### src/rtl/audio_tone_mon_pkg.sv
// Shared types and constants for the per-channel audio tone monitor.
package audio_tone_mon_pkg;

  localparam int SAMPLE_W = 16;

  typedef enum logic [1:0] {
    FILL = 2'd0,
    ARM  = 2'd1,
    MEAS = 2'd2
  } mon_state_t;

endpackage

### src/rtl/audio_chan_mon.sv
// One audio channel: power-of-two moving average, rising zero-crossing
// detection, period/peak measurement and saturating window error counts.
module audio_chan_mon
  import audio_tone_mon_pkg::*;
#(
  parameter int SMOOTH_LOG2 = 0,
  parameter int CNT_W       = 16,
  parameter int MIN_PERIOD  = 6,
  parameter int MAX_PERIOD  = 10,
  parameter int MIN_AMPL    = 9600,
  parameter int MAX_AMPL    = 16000
) (
  input  logic                clk,
  input  logic                rst,
  input  logic                clr,
  input  logic                smpl_vld,
  input  logic [SAMPLE_W-1:0] smpl,
  output logic                meas_vld,
  output logic [CNT_W-1:0]    period,
  output logic [SAMPLE_W-1:0] peak,
  output logic [CNT_W-1:0]    freq_err,
  output logic [CNT_W-1:0]    ampl_err
);

  localparam int DEPTH = 1 << SMOOTH_LOG2;
  localparam int SUM_W = SAMPLE_W + SMOOTH_LOG2;
  localparam int PTR_W = (SMOOTH_LOG2 == 0) ? 1 : SMOOTH_LOG2;
  localparam logic [PTR_W-1:0]           PTR_LAST    = PTR_W'(DEPTH - 1);
  localparam logic [4:0]                 FILL_LAST   = 5'(DEPTH - 1);
  localparam logic [CNT_W-1:0]           CNT_MAX     = '1;
  localparam logic [CNT_W-1:0]           CNT_TIMEOUT = CNT_MAX - 1'b1;
  localparam logic [CNT_W-1:0]           MIN_P       = CNT_W'(MIN_PERIOD);
  localparam logic [CNT_W-1:0]           MAX_P       = CNT_W'(MAX_PERIOD);
  localparam logic signed [SAMPLE_W-1:0] MIN_A       = SAMPLE_W'(MIN_AMPL);
  localparam logic signed [SAMPLE_W-1:0] MAX_A       = SAMPLE_W'(MAX_AMPL);

  logic signed [SAMPLE_W-1:0] ring_q [DEPTH];
  logic signed [SAMPLE_W-1:0] ring_d [DEPTH];
  logic [PTR_W-1:0]           wptr_q, wptr_d;
  logic signed [SUM_W-1:0]    sum_q, sum_d;
  logic signed [SAMPLE_W-1:0] sm_q, sm_d, sm_prev_q, sm_prev_d;
  logic                       sm_vld_q, sm_vld_d;
  logic signed [SAMPLE_W-1:0] pk_q, pk_d, peak_q, peak_d;
  logic [4:0]                 fill_q, fill_d;
  mon_state_t                 state_q, state_d;
  logic [CNT_W-1:0]           cnt_q, cnt_d, period_q, period_d;
  logic [CNT_W-1:0]           freq_err_q, freq_err_d, ampl_err_q, ampl_err_d;
  logic                       meas_vld_q, meas_vld_d;
  logic signed [SAMPLE_W-1:0] smpl_s;
  logic                       xing;

  assign smpl_s = smpl;

  // Running sum swaps the oldest ring entry for the new sample.
  always_comb begin
    ring_d   = ring_q;
    wptr_d   = wptr_q;
    sum_d    = sum_q;
    sm_d     = sm_q;
    sm_vld_d = 1'b0;
    if (smpl_vld) begin
      sum_d          = sum_q + SUM_W'(smpl_s) - SUM_W'(ring_q[wptr_q]);
      ring_d[wptr_q] = smpl_s;
      wptr_d         = (wptr_q == PTR_LAST) ? '0 : wptr_q + 1'b1;
      sm_d           = SAMPLE_W'(sum_d >>> SMOOTH_LOG2);
      sm_vld_d       = 1'b1;
    end
  end

  always_comb begin
    state_d    = state_q;
    fill_d     = fill_q;
    cnt_d      = cnt_q;
    pk_d       = pk_q;
    sm_prev_d  = sm_prev_q;
    period_d   = period_q;
    peak_d     = peak_q;
    freq_err_d = freq_err_q;
    ampl_err_d = ampl_err_q;
    meas_vld_d = 1'b0;
    xing       = sm_prev_q[SAMPLE_W-1] & ~sm_q[SAMPLE_W-1];
    if (sm_vld_q) begin
      sm_prev_d = sm_q;
      unique case (state_q)
        FILL: begin
          if (fill_q == FILL_LAST) state_d = ARM;
          else                     fill_d  = fill_q + 1'b1;
        end
        ARM: begin
          if (xing) begin
            cnt_d   = CNT_W'(1);
            pk_d    = sm_q;
            state_d = MEAS;
          end
        end
        MEAS: begin
          if (xing) begin
            meas_vld_d = 1'b1;
            period_d   = cnt_q;
            peak_d     = pk_q;
            if ((cnt_q < MIN_P || cnt_q > MAX_P) && freq_err_q != CNT_MAX)
              freq_err_d = freq_err_q + 1'b1;
            if ((pk_q < MIN_A || pk_q > MAX_A) && ampl_err_q != CNT_MAX)
              ampl_err_d = ampl_err_q + 1'b1;
            cnt_d = CNT_W'(1);
            pk_d  = sm_q;
          end else if (cnt_q == CNT_TIMEOUT) begin
            // Tone vanished: count one frequency error and rearm.
            if (freq_err_q != CNT_MAX) freq_err_d = freq_err_q + 1'b1;
            state_d = ARM;
          end else begin
            cnt_d = cnt_q + 1'b1;
            if (sm_q > pk_q) pk_d = sm_q;
          end
        end
        default: state_d = FILL;
      endcase
    end
  end

  always_ff @(posedge clk) begin
    if (rst || clr) begin
      for (int i = 0; i < DEPTH; i++) ring_q[i] <= '0;
      wptr_q     <= '0;
      sum_q      <= '0;
      sm_q       <= '0;
      sm_vld_q   <= 1'b0;
      sm_prev_q  <= '0;
      pk_q       <= '0;
      peak_q     <= '0;
      fill_q     <= '0;
      state_q    <= FILL;
      cnt_q      <= '0;
      period_q   <= '0;
      freq_err_q <= '0;
      ampl_err_q <= '0;
      meas_vld_q <= 1'b0;
    end else begin
      ring_q     <= ring_d;
      wptr_q     <= wptr_d;
      sum_q      <= sum_d;
      sm_q       <= sm_d;
      sm_vld_q   <= sm_vld_d;
      sm_prev_q  <= sm_prev_d;
      pk_q       <= pk_d;
      peak_q     <= peak_d;
      fill_q     <= fill_d;
      state_q    <= state_d;
      cnt_q      <= cnt_d;
      period_q   <= period_d;
      freq_err_q <= freq_err_d;
      ampl_err_q <= ampl_err_d;
      meas_vld_q <= meas_vld_d;
    end
  end

  assign meas_vld = meas_vld_q;
  assign period   = period_q;
  assign peak     = peak_q;
  assign freq_err = freq_err_q;
  assign ampl_err = ampl_err_q;

endmodule

### src/rtl/audio_tone_mon.sv
// Stereo tone monitor: two independent channel monitors on the equalizer output.
module audio_tone_mon
  import audio_tone_mon_pkg::*;
#(
  parameter int SMOOTH_LOG2 = 0,
  parameter int CNT_W       = 16,
  parameter int MIN_PERIOD  = 6,
  parameter int MAX_PERIOD  = 10,
  parameter int MIN_AMPL    = 9600,
  parameter int MAX_AMPL    = 16000
) (
  input  logic                clk,
  input  logic                rst,
  input  logic                clr,
  input  logic                smpl_vld,
  input  logic [SAMPLE_W-1:0] lft_smpl,
  input  logic [SAMPLE_W-1:0] rht_smpl,
  output logic                lft_meas_vld,
  output logic                rht_meas_vld,
  output logic [CNT_W-1:0]    lft_period,
  output logic [CNT_W-1:0]    rht_period,
  output logic [SAMPLE_W-1:0] lft_peak,
  output logic [SAMPLE_W-1:0] rht_peak,
  output logic [CNT_W-1:0]    lft_freq_err,
  output logic [CNT_W-1:0]    rht_freq_err,
  output logic [CNT_W-1:0]    lft_ampl_err,
  output logic [CNT_W-1:0]    rht_ampl_err
);

  audio_chan_mon #(
    .SMOOTH_LOG2(SMOOTH_LOG2), .CNT_W(CNT_W),
    .MIN_PERIOD(MIN_PERIOD), .MAX_PERIOD(MAX_PERIOD),
    .MIN_AMPL(MIN_AMPL), .MAX_AMPL(MAX_AMPL)
  ) u_lft (
    .clk(clk), .rst(rst), .clr(clr), .smpl_vld(smpl_vld), .smpl(lft_smpl),
    .meas_vld(lft_meas_vld), .period(lft_period), .peak(lft_peak),
    .freq_err(lft_freq_err), .ampl_err(lft_ampl_err)
  );

  audio_chan_mon #(
    .SMOOTH_LOG2(SMOOTH_LOG2), .CNT_W(CNT_W),
    .MIN_PERIOD(MIN_PERIOD), .MAX_PERIOD(MAX_PERIOD),
    .MIN_AMPL(MIN_AMPL), .MAX_AMPL(MAX_AMPL)
  ) u_rht (
    .clk(clk), .rst(rst), .clr(clr), .smpl_vld(smpl_vld), .smpl(rht_smpl),
    .meas_vld(rht_meas_vld), .period(rht_period), .peak(rht_peak),
    .freq_err(rht_freq_err), .ampl_err(rht_ampl_err)
  );

endmodule
### config.mk
export PLATFORM = sky130hd
export DESIGN_NAME = audio_tone_mon
export DESIGN_NICKNAME = d
export VERILOG_FILES = /design/src/rtl/audio_tone_mon_pkg.sv /design/src/rtl/audio_chan_mon.sv /design/src/rtl/audio_tone_mon.sv
export SDC_FILE = /design/constraint.sdc
export NUM_CORES = 1
export LEC_CHECK = 0
export ABC_AREA = 0
export CORE_MARGIN = 8
export CORE_UTILIZATION = 50
export CTS_CLUSTER_DIAMETER = 120
export DETAILED_ROUTE_END_ITERATION = 7
export PLACE_DENSITY = 0.71
export SLEW_MARGIN = 20
export SYNTH_ARGS = -nofsm -noshare
export SYNTH_HDL_FRONTEND = slang
export SYNTH_HIERARCHICAL = 1
export SYNTH_SLANG_ARGS = --single-unit
### constraint.sdc
create_clock -name clk -period 4.6 [get_ports clk]
set_clock_uncertainty 0.15 [all_clocks]
set_input_delay 0.92 -clock clk [delete_from_list [all_inputs] [get_ports clk]]
set_output_delay 0.92 -clock clk [all_outputs]
set_load 0.01 [all_outputs]
=== Word-level counts from Yosys, hierarchy flattened ===
Cells that the tools add are included.

* Add/subtract/negate cells: 14
* Order comparisons: 14
* Eq/ne operators: 24
* Multiplexer cells: 47
* Bitwise logic cells: 9
* Reductions and logical operators: 37

{| class="wikitable"
|+ Operators by type and width
! cell !! number
|-
| 16-bit two-way mux || 26
|-
| 16-bit case mux with 2 select lines || 4
|-
| 16-bit by 1-bit adder with 16-bit output (second input constant) || 6
|-
| 16-bit != test (second input constant) || 4
|-
| 16-bit adder || 2
|-
| 16-bit bitwise mux || 2
|-
| 16-bit equality test (second input constant) || 2
|-
| 16-bit by 15-bit greater-than comparator with 1-bit output (second input constant) || 2
|-
| 16-bit greater-than comparator || 2
|-
| 16-bit by 4-bit greater-than comparator with 1-bit output (second input constant) || 2
|-
| 16-bit by 15-bit < comparator with 1-bit output (second input constant) || 2
|-
| 16-bit by 3-bit < comparator with 1-bit output (second input constant) || 2
|-
| 16-bit subtractor || 2
|-
| 5-bit AND reduction || 6
|-
| 2-bit two-way mux || 8
|-
| 4-bit AND reduction || 4
|-
| 2-bit by 1-bit != test with 1-bit output (second input constant) || 6
|-
| 2-bit case mux with 3 select lines || 2
|-
| 3-bit AND reduction || 4
|-
| 2-bit nonzero test || 6
|-
| 5-bit by 1-bit adder with 5-bit output (second input constant) || 2
|-
| 5-bit logical NOT || 2
|-
| 2-bit != test (second input constant) || 4
|-
| 1-bit NOT || 7
|-
| other kinds (13) || 36
|}

* Flip-flop bits (word level): 307
* Output and inout port bits: 130
* Logic and storage cells: 172

=== Depth between registers and ports, before layout ===
Gate-level depths: netlist of the first run.

* Word-level depth: 5
* Depth in mapped cells: 13

=== Hierarchy ===
Netlist of the first run, hierarchy kept.

{| class="wikitable"
|+ By module, submodules not included
! module !! instances !! cells each !! area an instance (um2) !! sequential area each (um2)
|-
| audio_chan_mon (u_lft) || 1 || 907 || 7539.7 || 2762.6
|-
| audio_chan_mon (u_rht) || 1 || 894 || 7424.6 || 2762.6
|}

=== Least setup slack after synthesis of the first run ===
OpenSTA, ideal clock, no wires.

* Path kind: input to register
* From: in rht_smpl[2]
* To: reg u_rht.sm_q[10]
* Data arrival time: 3.156 ns
* Slack: 1.171 ns
* Stages on the path: 11
* Buffers on the path: 0
* Cell sequence: inv_1 > fa_1 > inv_1 > ha_1 > nor2b_1 > o21a_1 > o21a_1 > o41a_1 > a221oi_1 > xor2_1 > o21ai_0

* Cells in the longest elaborated chain, start to end: 2

{| class="wikitable"
|+ Ends and longest elaborated chain
! element !! line !! RTL
|-
| start, declared || audio_tone_mon.sv:17 || <nowiki>input logic [SAMPLE_W-1:0] rht_smpl,</nowiki>
|-
| 16-bit adder || audio_chan_mon.sv:62 || <nowiki>sum_d = sum_q + SUM_W'(smpl_s) - SUM_W'(ring_q[wptr_q]);</nowiki>
|-
| 16-bit subtractor || audio_chan_mon.sv:62 ||
|-
| end signal, assigned || audio_chan_mon.sv:142 || <nowiki>sm_q <= sm_d;</nowiki>
|-
| end, declared || audio_chan_mon.sv:41 || <nowiki>logic signed [SAMPLE_W-1:0] sm_q, sm_d, sm_prev_q, sm_prev_d;</nowiki>
|}

Every way passes these cells.
A chain may end at the register's enable or synchronous reset.

=== Worst setup path in the final report of the first run ===
* From: in lft_smpl[1]
* To: reg u_lft.sm_q[15]

* Cells in the longest elaborated chain, start to end: 2

{| class="wikitable"
|+ Ends and longest elaborated chain
! element !! line !! RTL
|-
| start, declared || audio_tone_mon.sv:16 || <nowiki>input logic [SAMPLE_W-1:0] lft_smpl,</nowiki>
|-
| 16-bit adder || audio_chan_mon.sv:62 ||
|-
| 16-bit subtractor || audio_chan_mon.sv:62 ||
|-
| end signal, assigned || audio_chan_mon.sv:142 ||
|-
| end, declared || audio_chan_mon.sv:41 ||
|}

Every way passes these cells.

==> results.cfg, run 1 <==
[logic_synthesis]
synthTopCellsByArea = dfxtp_1 (37%), ha_1 (6.4%), nand2_1 (6.1%)
syn_nets = 1943
syn_area_um2 = 15000
syn_area_per_cell_um2 = 8.31
synth_common_cells = dfxtp_1 (276), nand2_1 (243), inv_1 (178)
synth-seq-cells = 276
seq_area_frac_synth_pct = 36.9
yosysMostFrequentCell = dfxtp_1
synth_top_area_share_pct = 36.9
synth_edf_count = 0
syn_inst = 1801
yosys.area.top_type = dfxtp_1
ys.flop_type = dfxtp_1
ys_types = 91
ys_warn_count = 6
synth_async_sr_flop_share_pct = 0

[power_and_ir_drop]
power.leakage_nw = 6.67
total_power_mw = 5.95
power_density_nw_per_um2 = 333
vdd_drop_max_mv = 0.255

[floorplanning]
die_x_um = 189
std_cell_rows = 63
start_util_pct = 50.6
ios = 166
die_h_um = 189
die_area_um2 = 35700
core_um2 = 29600

[grt]
antenna_found_initial = 0
globalRouteOverflowTotal = 0
grt_max_degree = 83
grt_pass1_vias = 12200
grt_usage_pct = 19.3
grt_pass1_wl_um = 60000

[placed_design]
port_buffers = 165
place_ws_ps = 476
place_congestion = 0.853
hpwl_um = 25900
dp_cells = 2292
post_dp_cell_area_um2 = 16800

[finish]
antenna_cells = 0
fin_area_um2 = 17900
post-route-util_pct = 60.4
syn2layout_area_growth_pct = 19.3
drive_above_1_share_pct = 5.21
nets = 2076
fillers = 2656
multi_input_area_um2 = 8390
fin_cells = 2346
seq_area_um2 = 5530

[sta]
finalCritPeriodShare_pct = 79.6
setup_tns_ps = 0
max_freq_mhz = 273
relSlewSlack_pct = 33.1
slew_viol_final = 0
setup_ws_ps = 937
fin_hold_ws_ps = 302
setup_violations = 0
final-hold-violation-count = 0
worst_pin_slew_ps = 1000
period_needed_ps = 3660
grt_setup_unrepaired = false

[clock_tree]
cts.path.max_buffers = 3
clkTransAtPathRegs_ps = 60
cts_setup_buffers = 0
clock_latency_ps = 550
cts-root-buf = clkbuf_16
cts_tree = built
htree_levels = 1
hold_buffers = 0
numCtsBuffers = 30
post_cts_resized = 0
numClockSinks = 276

[setup_path]
path_class = in -> reg
reg2reg_to = u_lft/pk_q[14]$_SDFFE_PP0P_
end_kind = register
path_max_fanout = 6
critPathArrivalTime_ps = 3980
r2r_setup_slack_ps = 1410
r2r_cells = 8
rr_startpoint = u_lft/pk_q[15]$_SDFFE_PP0P_
critPathLaunchType = input port
required_ps = 4920

[route]
dr.pass1.iters = 5
vias = 13000
ant_nets = 0
vias_per_cell = 5.55
drc = 0
wl_per_cell_um = 15.3
drt_iter0_drc = 831
finalWirelength_um = 35900

[job]
drv_cap = 0

[min_path]
holdPathStages = 2
hold_path_class = reg -> reg
min_to = u_rht/period[10]$_SDFFE_PP0P_
hold_start = u_rht/period[10]$_SDFFE_PP0P_

[status]
status = complete, no violations
worst max path at each step:
stage	startpoint	depth (start not counted)	slack (ps)	to
final	lft_smpl[1]	11	940	u_lft/sm_q[15]$_SDFFE_PP0P_
after CTS	lft_smpl[1]	11	970	u_lft/sm_q[15]$_SDFFE_PP0P_
after floorplan	rht_smpl[2]	11	1170	u_rht/sm_q[10]$_SDFFE_PP0P_
after global placement	rht_smpl[2]	12	570	u_rht/sm_q[10]$_SDFFE_PP0P_
after global routing	lft_smpl[1]	11	810	u_lft/sm_q[15]$_SDFFE_PP0P_
after detailed placement	lft_smpl[1]	11	480	u_lft/sm_q[15]$_SDFFE_PP0P_
power by group:
| part | total (mW) | switching (mW) | internal, mW |
|---|---|---|---|
| logic | 0.999 | 0.560 | 0.439 |
| clock network | 2.46 | 0.955 | 1.51 |
| registers | 2.49 | 0.0543 | 2.43 |
cell type report:
class	instances	area share, %
clock buffers	48	5.32
clock inverters	6	0.448
inverters	178	3.74
multi-input cells	1271	47.0
flip-flops and latches	276	30.9
well taps	390	2.73
repair buffers	177	9.81
cell usage in the layout (no fill, tap or decap), drive strengths merged, types with 59 or more instances in the layout:
master | netlist | routed
clkdlybuf4s50 | 0 | 164
nand3 | 67 | 67
nand2 | 243 | 243
mux2i | 72 | 72
dfxtp | 276 | 276
ha | 76 | 76
nor2 | 149 | 149
a21oi | 156 | 156
inv | 178 | 178
o21ai | 59 | 59
cell families (layout without fill, tap and decap cells):
logic type	Yosys count	after routing	share of synthesized area [%]
simple gates	681	681	22.3
compound gates	338	338	14.0
flops	276	276	36.9
buf+inv	254	409	7.23
fa+ha+maj	106	106	10.4
xor+xnor	73	73	4.27
mux	73	73	4.89
critical path: stages:
cell	delay, ps
clkdlybuf4s50_1	480
inv_1	60
fa_1	590
inv_1	50
ha_1	290
a21o_1	160
a21oi_1	310
o21ai_1	300
a21o_1	240
a311oi_1	370
mux2i_1	210
layer usage:
| layer | GRT usage (%) | wire length, um |
|---|---|---|
| met1 | 26.9 | 17100 |
| met2 | 31.0 | 16300 |
| met3 | 3.04 | 2060 |
| met4 | 4.33 | 552 |
| met5 | 0 | 0 |
No activity file was read; power rests on OpenSTA's default activity.
==> run 2: changes to the inputs <==
==> constraint.sdc (replaced) <==
create_clock -name clk -period 3.8 [get_ports clk]
set_clock_uncertainty 0.15 [all_clocks]
set_input_delay 0.76 -clock clk [delete_from_list [all_inputs] [get_ports clk]]
set_output_delay 0.76 -clock clk [all_outputs]
set_load 0.01 [all_outputs]
==> run 2 against run 1 <==
Against the previous run:
- sequential share of layout area shrank 0.40 points
- critical path depth unchanged
- flip-flop and latch count is the same
- first-iteration DRC count increased by 15%
- setup slack worse by 520 ps
- global-route usage increased by 0.29 points
- power increased by 27%
- sequential power grew 21%
- combinational power is 27% higher
- die area unchanged
- routed wire length shrank 0.36%
- final cell count rose by 0.98%
- critical path type unchanged
- critical endpoint unchanged
==> results.cfg, run 2 (synthesis gave the netlist of run 1 again) <==
[clock_tree]
cts_setup_buffers = 0
numClockSinks = 276
post_cts_resized = 0
clkTransAtPathRegs_ps = 60
cts-root-buf = clkbuf_16
cts_tree = built
htree_levels = 1
cts.path.max_buffers = 3
clock_latency_ps = 550
hold_buffers = 0
numCtsBuffers = 30

[floorplanning]
std_cell_rows = 63
ios = 166
core_um2 = 29600
die_h_um = 189
die_area_um2 = 35700
die_x_um = 189
start_util_pct = 50.6

[power_and_ir_drop]
switching_share_pct = 25.9
p_comb_share_pct = 16.8
power_density_nw_per_um2 = 416
switchingPower_mw = 1.95
internal_power_mw = 5.58
vdd_drop_max_mv = 0.384
pwr-share-seq_pct = 40.0
clkPwrFrac_pct = 43.2
power.leakage_nw = 6.80

[finish]
fin_cells = 2369
drive_above_1_share_pct = 6.42
antenna_cells = 0
syn2layout_area_growth_pct = 20.9
final_cell_mix = dfxtp_1 (276), nand2_1 (242), inv_1 (178), clkdlybuf4s50_1 (164), a21oi_1 (154)
layout_commonest_cell = dfxtp_1
nets = 2097
fin_area_um2 = 18100

[placed_design]
place_ws_ps = -41.4
hpwl_um = 26200
dp_cells = 2313
post_dp_cell_area_um2 = 17000
place_congestion = 0.878
port_buffers = 165

[grt]
globalRouteOverflowTotal = 0
antenna_found_initial = 0
grt_pass1_wl_um = 60900
grt_usage_pct = 19.6
grt_max_degree = 51
grt_pass1_vias = 12500

[route]
finalWirelength_um = 35800
ant_nets = 0
wl_met1_um = 17000
wl_met2_um = 16000
dr.pass1.iters = 5
wl_met3_um = 2330
drt_iter0_drc = 954
vias_per_cell = 5.49
drc = 0
vias = 13000
wl_per_cell_um = 15.1
top_layer_used = met4

[min_path]
hold_path_class = reg -> reg

[sta]
worst_pin_slew_ps = 853
setup_ws_ps = 419
relSlewSlack_pct = 43.2
slew_viol_final = 0
period_needed_ps = 3380
final-hold-violation-count = 0
finalCritPeriodShare_pct = 89.0
max_freq_mhz = 296
setup_tns_ps = 0
setup_violations = 0
grt_setup_unrepaired = false

[setup_path]
required_ps = 4120
path_class = in -> reg
critPathLaunchType = input port
path_max_fanout = 5
critPathArrivalTime_ps = 3700
end_kind = register

[status]
status = complete, no violations

[job]
drv_cap = 0
run 2: final cells by class:
type / instances / area (um2)
Fill cell: 2590 / 11500
Multi-Input combinational cell: 1271 / 8380
Sequential cell: 276 / 5530
Timing Repair Buffer: 198 / 1910
Clock buffer: 40 / 860
Inverter: 178 / 668
Tap cell: 390 / 488
Clock inverter: 16 / 264
run 2: critical path, cell delays in order:
cell and delay, ps:
clkdlybuf4s50_1 490, inv_1 70, fa_1 600, inv_1 80
ha_1 310, a21o_1 160, a21oi_1 220, o21ai_1 210
a21o_1 210, a311oi_1 390, mux2i_1 210
run 2: through the flow:
stage | utilization, % | total power, mW | hold slack (ps)
after floorplan | - | 4.00 | 291
after global placement | 57.4 | 4.30 | 294
after detailed placement | 57.4 | 4.33 | 296
after CTS | 61.2 | 7.60 | 304
after global routing | 61.2 | 7.90 | 325
final | 61.2 | 7.53 | 301
run 2: layer usage:
metal  GRT usage (%)  vias up
met2            32.1      321
met5               0        -
li1                -     6483
met3            3.00       41
met4            3.79        0
met1            27.1     6152
run 2: path summary, 6_finish.rpt:
kind                            slack (ps)  cells after the start                     startpoint                       endpoint
worst max register to register         790                     10     u_lft/sm_q[1]$_SDFFE_PP0P_    u_lft/sm_q[15]$_SDFFE_PP0P_
worst max-delay path                   420                     11                    lft_smpl[1]    u_lft/sm_q[15]$_SDFFE_PP0P_
worst min-delay path                   300                      2  u_lft/period[11]$_SDFFE_PP0P_  u_lft/period[11]$_SDFFE_PP0P_
worst min register to register         300                      2  u_lft/period[11]$_SDFFE_PP0P_  u_lft/period[11]$_SDFFE_PP0P_
run 2: power groups by stage:
stage | sequential, mW | combinational [mW] | clock (mW)
after floorplan | 3.04 | 0.953 | 0
after global placement | 3.07 | 1.23 | 0
after detailed placement | 3.07 | 1.26 | 0
after CTS | 3.01 | 1.27 | 3.33
after global routing | 3.02 | 1.43 | 3.45
final | 3.01 | 1.27 | 3.25
